<file path="src/rtl/adder_fu_ctrl_if.sv">
// adder_fu_ctrl_if: FU issue/acknowledge bus plus the result-delivery handshake of the adder sequencer.
// Latency: none, signals only.
// Backpressure: out_valid/out_ready toward the neighbour port; fu_on_off/fu_ack toward the adder FU.
interface adder_fu_ctrl_if #(
  parameter int WIDTH = 16
);
  logic [15:0]        fu_config;
  logic               fu_on_off;
  logic               fu_ack;
  logic [4*WIDTH-1:0] fu_outputs;
  logic [4*WIDTH-1:0] out_data;
  logic [1:0]         out_dest;
  logic               out_valid;
  logic               out_ready;

  // Sequencer side: drives the FU and the result port.
  modport master (
    output fu_config, fu_on_off, out_data, out_dest, out_valid,
    input  fu_ack, fu_outputs, out_ready
  );

  // FU / neighbour side.
  modport slave (
    input  fu_config, fu_on_off, out_data, out_dest, out_valid,
    output fu_ack, fu_outputs, out_ready
  );
endinterface

</file>
<file path="src/rtl/adder_fu_ctrl.sv">
// adder_fu_ctrl: runs a local program of adder ops on the 4-lane FU and forwards each result to a neighbour.
// Latency: start -> fu_on_off after 3 cycles; fu_ack -> out_valid next cycle; next fetch the cycle after handshake.
// Backpressure: result held on out_data/out_dest with out_valid until out_ready; ADDER_CTRL_TIMEOUT_EN bounds the fu_ack wait.
module adder_fu_ctrl #(
  parameter int WIDTH   = 16,
  parameter int DEPTH   = 8,
  parameter int TIMEOUT = 15
) (
  input  logic                     clk,
  input  logic                     reset,
  input  logic                     cfg_we,
  input  logic [$clog2(DEPTH)-1:0] cfg_addr,
  input  logic [7:0]               cfg_wdata,
  input  logic                     start,
  output logic                     busy,
  output logic                     done,
  output logic                     err,
  adder_fu_ctrl_if.master          bus
);
  localparam int AW = $clog2(DEPTH);

  typedef enum logic [2:0] {
    S_IDLE, S_FETCH, S_ISSUE, S_WAIT, S_SEND, S_ERR
  } state_t;

  state_t             state_q, state_nxt;
  logic [AW-1:0]      pc_q, pc_nxt;
  logic [1:0]         mode_q, mode_nxt;
  logic [1:0]         dest_q, dest_nxt;
  logic               last_q, last_nxt;
  logic [1:0]         fu_mode_q, fu_mode_nxt;
  logic               fu_on_q, fu_on_nxt;
  logic [4*WIDTH-1:0] data_q, data_nxt;
  logic [1:0]         odest_q, odest_nxt;
  logic               valid_q, valid_nxt;
  logic               busy_q, busy_nxt;
  logic               done_q, done_nxt;
  logic               err_q, err_nxt;
  logic [4:0]         entry;

  // Program entries keep only mode/dest/last; the reserved bits are dropped on write.
  logic [4:0]         prog_mem [DEPTH];
  logic               unused_cfg_bits;
  assign unused_cfg_bits = ^cfg_wdata[7:5];

`ifdef ADDER_CTRL_TIMEOUT_EN
  localparam int CW = $clog2(TIMEOUT + 1);
  logic [CW-1:0]      cnt_q, cnt_nxt;
`else
  localparam int unused_timeout = TIMEOUT;
`endif

  // Program store: writable only while no program is running, survives reset.
  always_ff @(posedge clk) begin
    if (cfg_we && (state_q == S_IDLE || state_q == S_ERR))
      prog_mem[cfg_addr] <= cfg_wdata[4:0];
  end

  // Next-state and next-output logic; every output is registered from these values.
  always_comb begin
    state_nxt   = state_q;
    pc_nxt      = pc_q;
    mode_nxt    = mode_q;
    dest_nxt    = dest_q;
    last_nxt    = last_q;
    fu_mode_nxt = fu_mode_q;
    fu_on_nxt   = fu_on_q;
    data_nxt    = data_q;
    odest_nxt   = odest_q;
    valid_nxt   = valid_q;
    done_nxt    = 1'b0;
    err_nxt     = err_q;
    entry       = prog_mem[pc_q];
`ifdef ADDER_CTRL_TIMEOUT_EN
    cnt_nxt     = cnt_q;
`endif
    case (state_q)
      S_IDLE: begin
        if (start) begin
          state_nxt = S_FETCH;
          pc_nxt    = '0;
        end
      end
      S_FETCH: begin
        mode_nxt = entry[1:0];
        dest_nxt = entry[3:2];
        last_nxt = entry[4];
        if (entry[1:0] == 2'd2) begin
          state_nxt = S_ERR;
          err_nxt   = 1'b1;
          fu_on_nxt = 1'b0;
          valid_nxt = 1'b0;
        end else begin
          state_nxt = S_ISSUE;
        end
      end
      S_ISSUE: begin
        fu_mode_nxt = mode_q;
        fu_on_nxt   = 1'b1;
        state_nxt   = S_WAIT;
`ifdef ADDER_CTRL_TIMEOUT_EN
        cnt_nxt     = '0;
`endif
      end
      S_WAIT: begin
        // An ack in the same cycle as the timeout still wins.
        if (bus.fu_ack) begin
          data_nxt  = bus.fu_outputs;
          odest_nxt = dest_q;
          fu_on_nxt = 1'b0;
          valid_nxt = 1'b1;
          state_nxt = S_SEND;
        end
`ifdef ADDER_CTRL_TIMEOUT_EN
        else if (cnt_q == CW'(TIMEOUT - 1)) begin
          fu_on_nxt = 1'b0;
          err_nxt   = 1'b1;
          state_nxt = S_ERR;
        end else begin
          cnt_nxt = cnt_q + CW'(1);
        end
`endif
      end
      S_SEND: begin
        if (bus.out_ready) begin
          valid_nxt = 1'b0;
          // The program ends at the final entry even without a last flag; pc never wraps.
          if (last_q || pc_q == AW'(DEPTH - 1)) begin
            done_nxt  = 1'b1;
            state_nxt = S_IDLE;
          end else begin
            pc_nxt    = pc_q + AW'(1);
            state_nxt = S_FETCH;
          end
        end
      end
      S_ERR: begin
        if (start) begin
          err_nxt   = 1'b0;
          pc_nxt    = '0;
          state_nxt = S_FETCH;
        end
      end
      default: state_nxt = S_IDLE;
    endcase
    busy_nxt = (state_nxt != S_IDLE) && (state_nxt != S_ERR);
  end

  // State and output registers, cleared asynchronously by reset.
  always_ff @(posedge clk or negedge reset) begin
    if (!reset) begin
      state_q   <= S_IDLE;
      pc_q      <= '0;
      mode_q    <= '0;
      dest_q    <= '0;
      last_q    <= 1'b0;
      fu_mode_q <= '0;
      fu_on_q   <= 1'b0;
      data_q    <= '0;
      odest_q   <= '0;
      valid_q   <= 1'b0;
      busy_q    <= 1'b0;
      done_q    <= 1'b0;
      err_q     <= 1'b0;
`ifdef ADDER_CTRL_TIMEOUT_EN
      cnt_q     <= '0;
`endif
    end else begin
      state_q   <= state_nxt;
      pc_q      <= pc_nxt;
      mode_q    <= mode_nxt;
      dest_q    <= dest_nxt;
      last_q    <= last_nxt;
      fu_mode_q <= fu_mode_nxt;
      fu_on_q   <= fu_on_nxt;
      data_q    <= data_nxt;
      odest_q   <= odest_nxt;
      valid_q   <= valid_nxt;
      busy_q    <= busy_nxt;
      done_q    <= done_nxt;
      err_q     <= err_nxt;
`ifdef ADDER_CTRL_TIMEOUT_EN
      cnt_q     <= cnt_nxt;
`endif
    end
  end

  assign busy          = busy_q;
  assign done          = done_q;
  assign err           = err_q;
  assign bus.fu_config = {14'b0, fu_mode_q};
  assign bus.fu_on_off = fu_on_q;
  assign bus.out_data  = data_q;
  assign bus.out_dest  = odest_q;
  assign bus.out_valid = valid_q;
endmodule

</file>
<file path="src/flat_wrapper.sv">
// flat-port wrapper written by rule: the top's interface ports become plain ports
module adder_fu_ctrl_flat 
#(
  parameter int WIDTH   = 16,
  parameter int DEPTH   = 8,
  parameter int TIMEOUT = 15
)
  (clk, reset, cfg_we, cfg_addr, cfg_wdata, start, busy, done, err, bus_fu_config, bus_fu_on_off, bus_out_data, bus_out_dest, bus_out_valid, bus_fu_ack, bus_fu_outputs, bus_out_ready);
  adder_fu_ctrl_if #(.WIDTH(WIDTH)) bus_i ();
  input  logic clk;
  input  logic reset;
  input  logic cfg_we;
  input  logic [$clog2(DEPTH)-1:0] cfg_addr;
  input  logic [7:0] cfg_wdata;
  input  logic start;
  output logic busy;
  output logic done;
  output logic err;
  output wire logic [$bits(bus_i.fu_config)-1:0] bus_fu_config;
  output wire logic [$bits(bus_i.fu_on_off)-1:0] bus_fu_on_off;
  output wire logic [$bits(bus_i.out_data)-1:0] bus_out_data;
  output wire logic [$bits(bus_i.out_dest)-1:0] bus_out_dest;
  output wire logic [$bits(bus_i.out_valid)-1:0] bus_out_valid;
  input wire logic [$bits(bus_i.fu_ack)-1:0] bus_fu_ack;
  input wire logic [$bits(bus_i.fu_outputs)-1:0] bus_fu_outputs;
  input wire logic [$bits(bus_i.out_ready)-1:0] bus_out_ready;
  assign bus_fu_config = bus_i.fu_config;
  assign bus_fu_on_off = bus_i.fu_on_off;
  assign bus_out_data = bus_i.out_data;
  assign bus_out_dest = bus_i.out_dest;
  assign bus_out_valid = bus_i.out_valid;
  assign bus_i.fu_ack = bus_fu_ack;
  assign bus_i.fu_outputs = bus_fu_outputs;
  assign bus_i.out_ready = bus_out_ready;
  adder_fu_ctrl #(.WIDTH(WIDTH), .DEPTH(DEPTH), .TIMEOUT(TIMEOUT)) u_core (.clk(clk), .reset(reset), .cfg_we(cfg_we), .cfg_addr(cfg_addr), .cfg_wdata(cfg_wdata), .start(start), .busy(busy), .done(done), .err(err), .bus(bus_i));
endmodule
</file>
<file path="config.mk">
export PLATFORM = sky130hd
export DESIGN_NAME = adder_fu_ctrl_flat
export DESIGN_NICKNAME = d
export VERILOG_FILES = /design/src/rtl/adder_fu_ctrl_if.sv /design/src/rtl/adder_fu_ctrl.sv /design/src/flat_wrapper.sv
export SDC_FILE = /design/constraint.sdc
export NUM_CORES = 1
export LEC_CHECK = 0
export ABC_AREA = 0
export CAP_MARGIN = 10
export CORE_MARGIN = 2
export CORE_UTILIZATION = 49
export DETAILED_ROUTE_END_ITERATION = 7
export GPL_ROUTABILITY_DRIVEN = 1
export PLACE_DENSITY = 0.85
export SLEW_MARGIN = 20
export SYNTH_ARGS = -nofsm -noshare
export SYNTH_HDL_FRONTEND = slang
export SYNTH_SLANG_ARGS = --single-unit
export TNS_END_PERCENT = 1
</file>
<file path="constraint.sdc">
create_clock -name clk -period 6.1 [get_ports clk]
set_clock_uncertainty 0.2 [all_clocks]
set_input_delay 1.22 -clock clk [delete_from_list [all_inputs] [get_ports clk]]
set_output_delay 1.22 -clock clk [all_outputs]
set_load 0.03 [all_outputs]
</file>
==> results.cfg <==
[routing]
first_iter_violations = 144
detail_route.first_pass.iterations = 4
wl_met2_mm = 5.72
ant_nets = 0
met1Wirelength_mm = 4.09
drt_drc_violations_left = 0
top_layer = met4
wirelength_mm = 10.8
wire_per_inst_um = 17.5
via_per_inst = 5.05
met3_length_um = 773
vias = 3111

[timing]
tightest_slew_ns = 0.909
finalHoldViolCount = 0
fin_crit_ns = 3.28
rsz0062_at_grt = false
fin_tns_setup_ns = 0
whs_ns = 0.273
finalMaxSlewViolations = 0
fmax_ghz = 0.305
setup_violations = 0
setup_ws_ns = 2.82
slew_headroom = 0.393
post-route-period-util = 0.538

[yosys]
synth_area_sq_um = 5040
ys_seq_area_frac = 0.655
syn_inst = 313
synth_cell_type_count = 36
ys_warn_count = 0
syn_area_per_cell_sq_um = 16.1
synth-seq-cells = 124

[floorplan]
die-area_sq_um = 11100
io_pins = 168
die_y_um = 105
rows = 37
die_x_um = 105
initial_core_util = 0.498
core_sq_um = 10100

[place]
io_buffer_count = 150
dpl.hpwl_mm = 7.72
post-place-ws_ns = 2.35
gp_congestion = 0.814
post_dp_cell_area_sq_um = 6560
dp_cells = 584

[clock_network]
htreeDepth = 4
clock-root-buffer = clkbuf_8
cts_tree = built
cts_made_buffers = 17
postCtsSetupRepairBufs = 0
clockBufferDepth = 2
post_cts_resized = 0
clock-sinks = 124
ctsHoldBuffers = 0
clkTransAtPathRegs_ns = 0.06
clk_latency_ns = 0.52

[pwr]
total_power_mw = 3.81
power_switching_mw = 1.38
p_per_area_nw_per_um2 = 536
internal-power_mw = 2.43
seqPwrFrac = 0.348
vdd_drop_max_uv = 237
p_comb_frac = 0.417
clkPwrFrac = 0.235
switching_share = 0.362
p_leak_nw = 2.82

[layout]
area_delta_synth_final_pct = 40.8
finish.utilization = 0.700
final_common_cell = clkdlybuf4s50_1
fill_cells = 688
nNetsFinal = 550
design_area_sq_um = 7100
drive_above_1_share = 0.225
final_cell_count_no_fill = 616
num_antenna_cells = 0
layout_common_cells = 149 x clkdlybuf4s50_1, 84 x dfrtp_1, 69 x mux2_2

[global_routing]
antenna_found_initial = 0
grt_util_all_layers = 0.202
grt_overflow_total = 0
grt_pass1_vias = 3140
grt_max_degree = 85
grt_first_pass_wirelength_mm = 16.8

[outcome]
outcome = finished clean

[worst_setup_path]
arrival_ns = 3.47
cp.required_ns = 6.29
critPathLaunchType = input port
crit_fanout = 35
worst-setup-path-type = in2reg
end_kind = register

[job]
maxCapViolCount = 0

[worst_hold_path]
holdCritPathClass = reg2reg
-- cells by family (layout without fill, tap and decap cells) --
| group | count (synthesis) | after routing | synth area share |
|---|---|---|---|
| DFF | 124 | 124 | 0.655 |
| adders and majority gates | 2 | 2 | 0.00496 |
| muxes | 84 | 84 | 0.215 |
| xor gates and xnor gates | 1 | 1 | 0.00174 |
| other | 1 | 14 | 0.000743 |
| buffers and inverters | 30 | 184 | 0.0439 |
| AOI/OAI and AO/OA | 25 | 25 | 0.0335 |
| and+or+nand+nor | 46 | 46 | 0.0459 |
-- registers in the layout, summed over array words and instances, names as in the netlist, 2 cells and up --
name	cells
u_core.bus.out_dest	2
u_core.prog_mem	40
u_core.state_q	3
u_core.mode_q	2
u_core.fu_mode_q	2
u_core.pc_q	3
u_core.bus.out_data	64
u_core.dest_q	2
-- per-layer routing --
| metal | track usage | up-vias |
|---|---|---|
| li1 | - | 1435 |
| met1 | 0.224 | 1535 |
| met2 | 0.349 | 124 |
| met3 | 0.0724 | 17 |
| met4 | 0.0867 | 0 |
| met5 | 0 | - |
-- final cells by class --
| class | instances | area [sq um] | area share |
|---|---|---|---|
| clock buffer | 17 | 414 | 0.0583 |
| inverter | 1 | 3.75 | 0.000529 |
| clock inverter | 15 | 126 | 0.0178 |
| tap | 136 | 170 | 0.0240 |
| sequential | 124 | 3300 | 0.465 |
| timing repair buffer | 151 | 1510 | 0.213 |
| multi-input combinational | 172 | 1570 | 0.222 |
-- worst paths after layout --
path,from,endpoint,slack (ns),cells after the start
min,u_core.dest_q[1]$_DFFE_PN0N_,u_core.dest_q[1]$_DFFE_PN0N_,0.27,2
min reg2reg,u_core.dest_q[1]$_DFFE_PN0N_,u_core.dest_q[1]$_DFFE_PN0N_,0.27,2
max in group asynchronous,reset,u_core.bus.fu_on_off$_DFFE_PN0P_,4.67,1
max,bus_fu_ack,u_core.bus.out_data[36]$_DFFE_PN0P_,2.82,4
max reg2reg,u_core.state_q[2]$_DFF_PN0_,u_core.bus.out_data[36]$_DFFE_PN0P_,3.21,4
min in group asynchronous,reset,u_core.bus.out_data[25]$_DFFE_PN0P_,0.55,1
-- power by group through the flow --
stage | Clock [mW] | Sequential (mW) | Combinational (mW)
2_1_floorplan | 0 | 1.76 | 0.527
3_3_place_gp | 0 | 1.32 | 1.57
3_5_place_dp | 0 | 1.34 | 1.60
4_1_cts | 0.915 | 1.33 | 1.60
5_1_grt | 0.946 | 1.36 | 1.67
6_report | 0.896 | 1.33 | 1.59
-- cells in the mapped netlist --
library cell	instances	share of area
conb_1	1	0.00074
buf_4	16	0.024
a21oi_1	4	0.0040
inv_1	1	0.00074
a21o_2	1	0.0017
nand2_1	14	0.010
nand3_1	1	0.00099
a211o_1	1	0.0017
and2b_2	1	0.0017
nand2b_1	7	0.0087
mux2i_1	5	0.0099
nor2_1	10	0.0074
mux4_2	2	0.0089
nor3_1	5	0.0050
a22o_1	2	0.0035
and2b_1	1	0.0015
mux2_2	69	0.15
clkbuf_8	2	0.0055
o21ai_0	8	0.0079
o221ai_1	2	0.0035
nor2b_1	4	0.0050
buf_2	5	0.0050
ha_1	2	0.0050
buf_6	3	0.0067
a221o_1	2	0.0040
a31oi_1	2	0.0025
xor2_1	1	0.0017
clkbuf_1	3	0.0022
or2b_2	1	0.0017
mux4_1	8	0.042
a311oi_1	1	0.0017
a211oi_1	2	0.0030
and2b_4	1	0.0020
edfxtp_1	40	0.24
nor3b_1	1	0.0015
dfrtp_1	84	0.42
-- critical path: stages --
cell and delay, ns:
clkdlybuf4s50_1 0.58, nand3_2 0.73, buf_4 0.57, mux2_2 0.33
(Power assumes the default switching activity.)
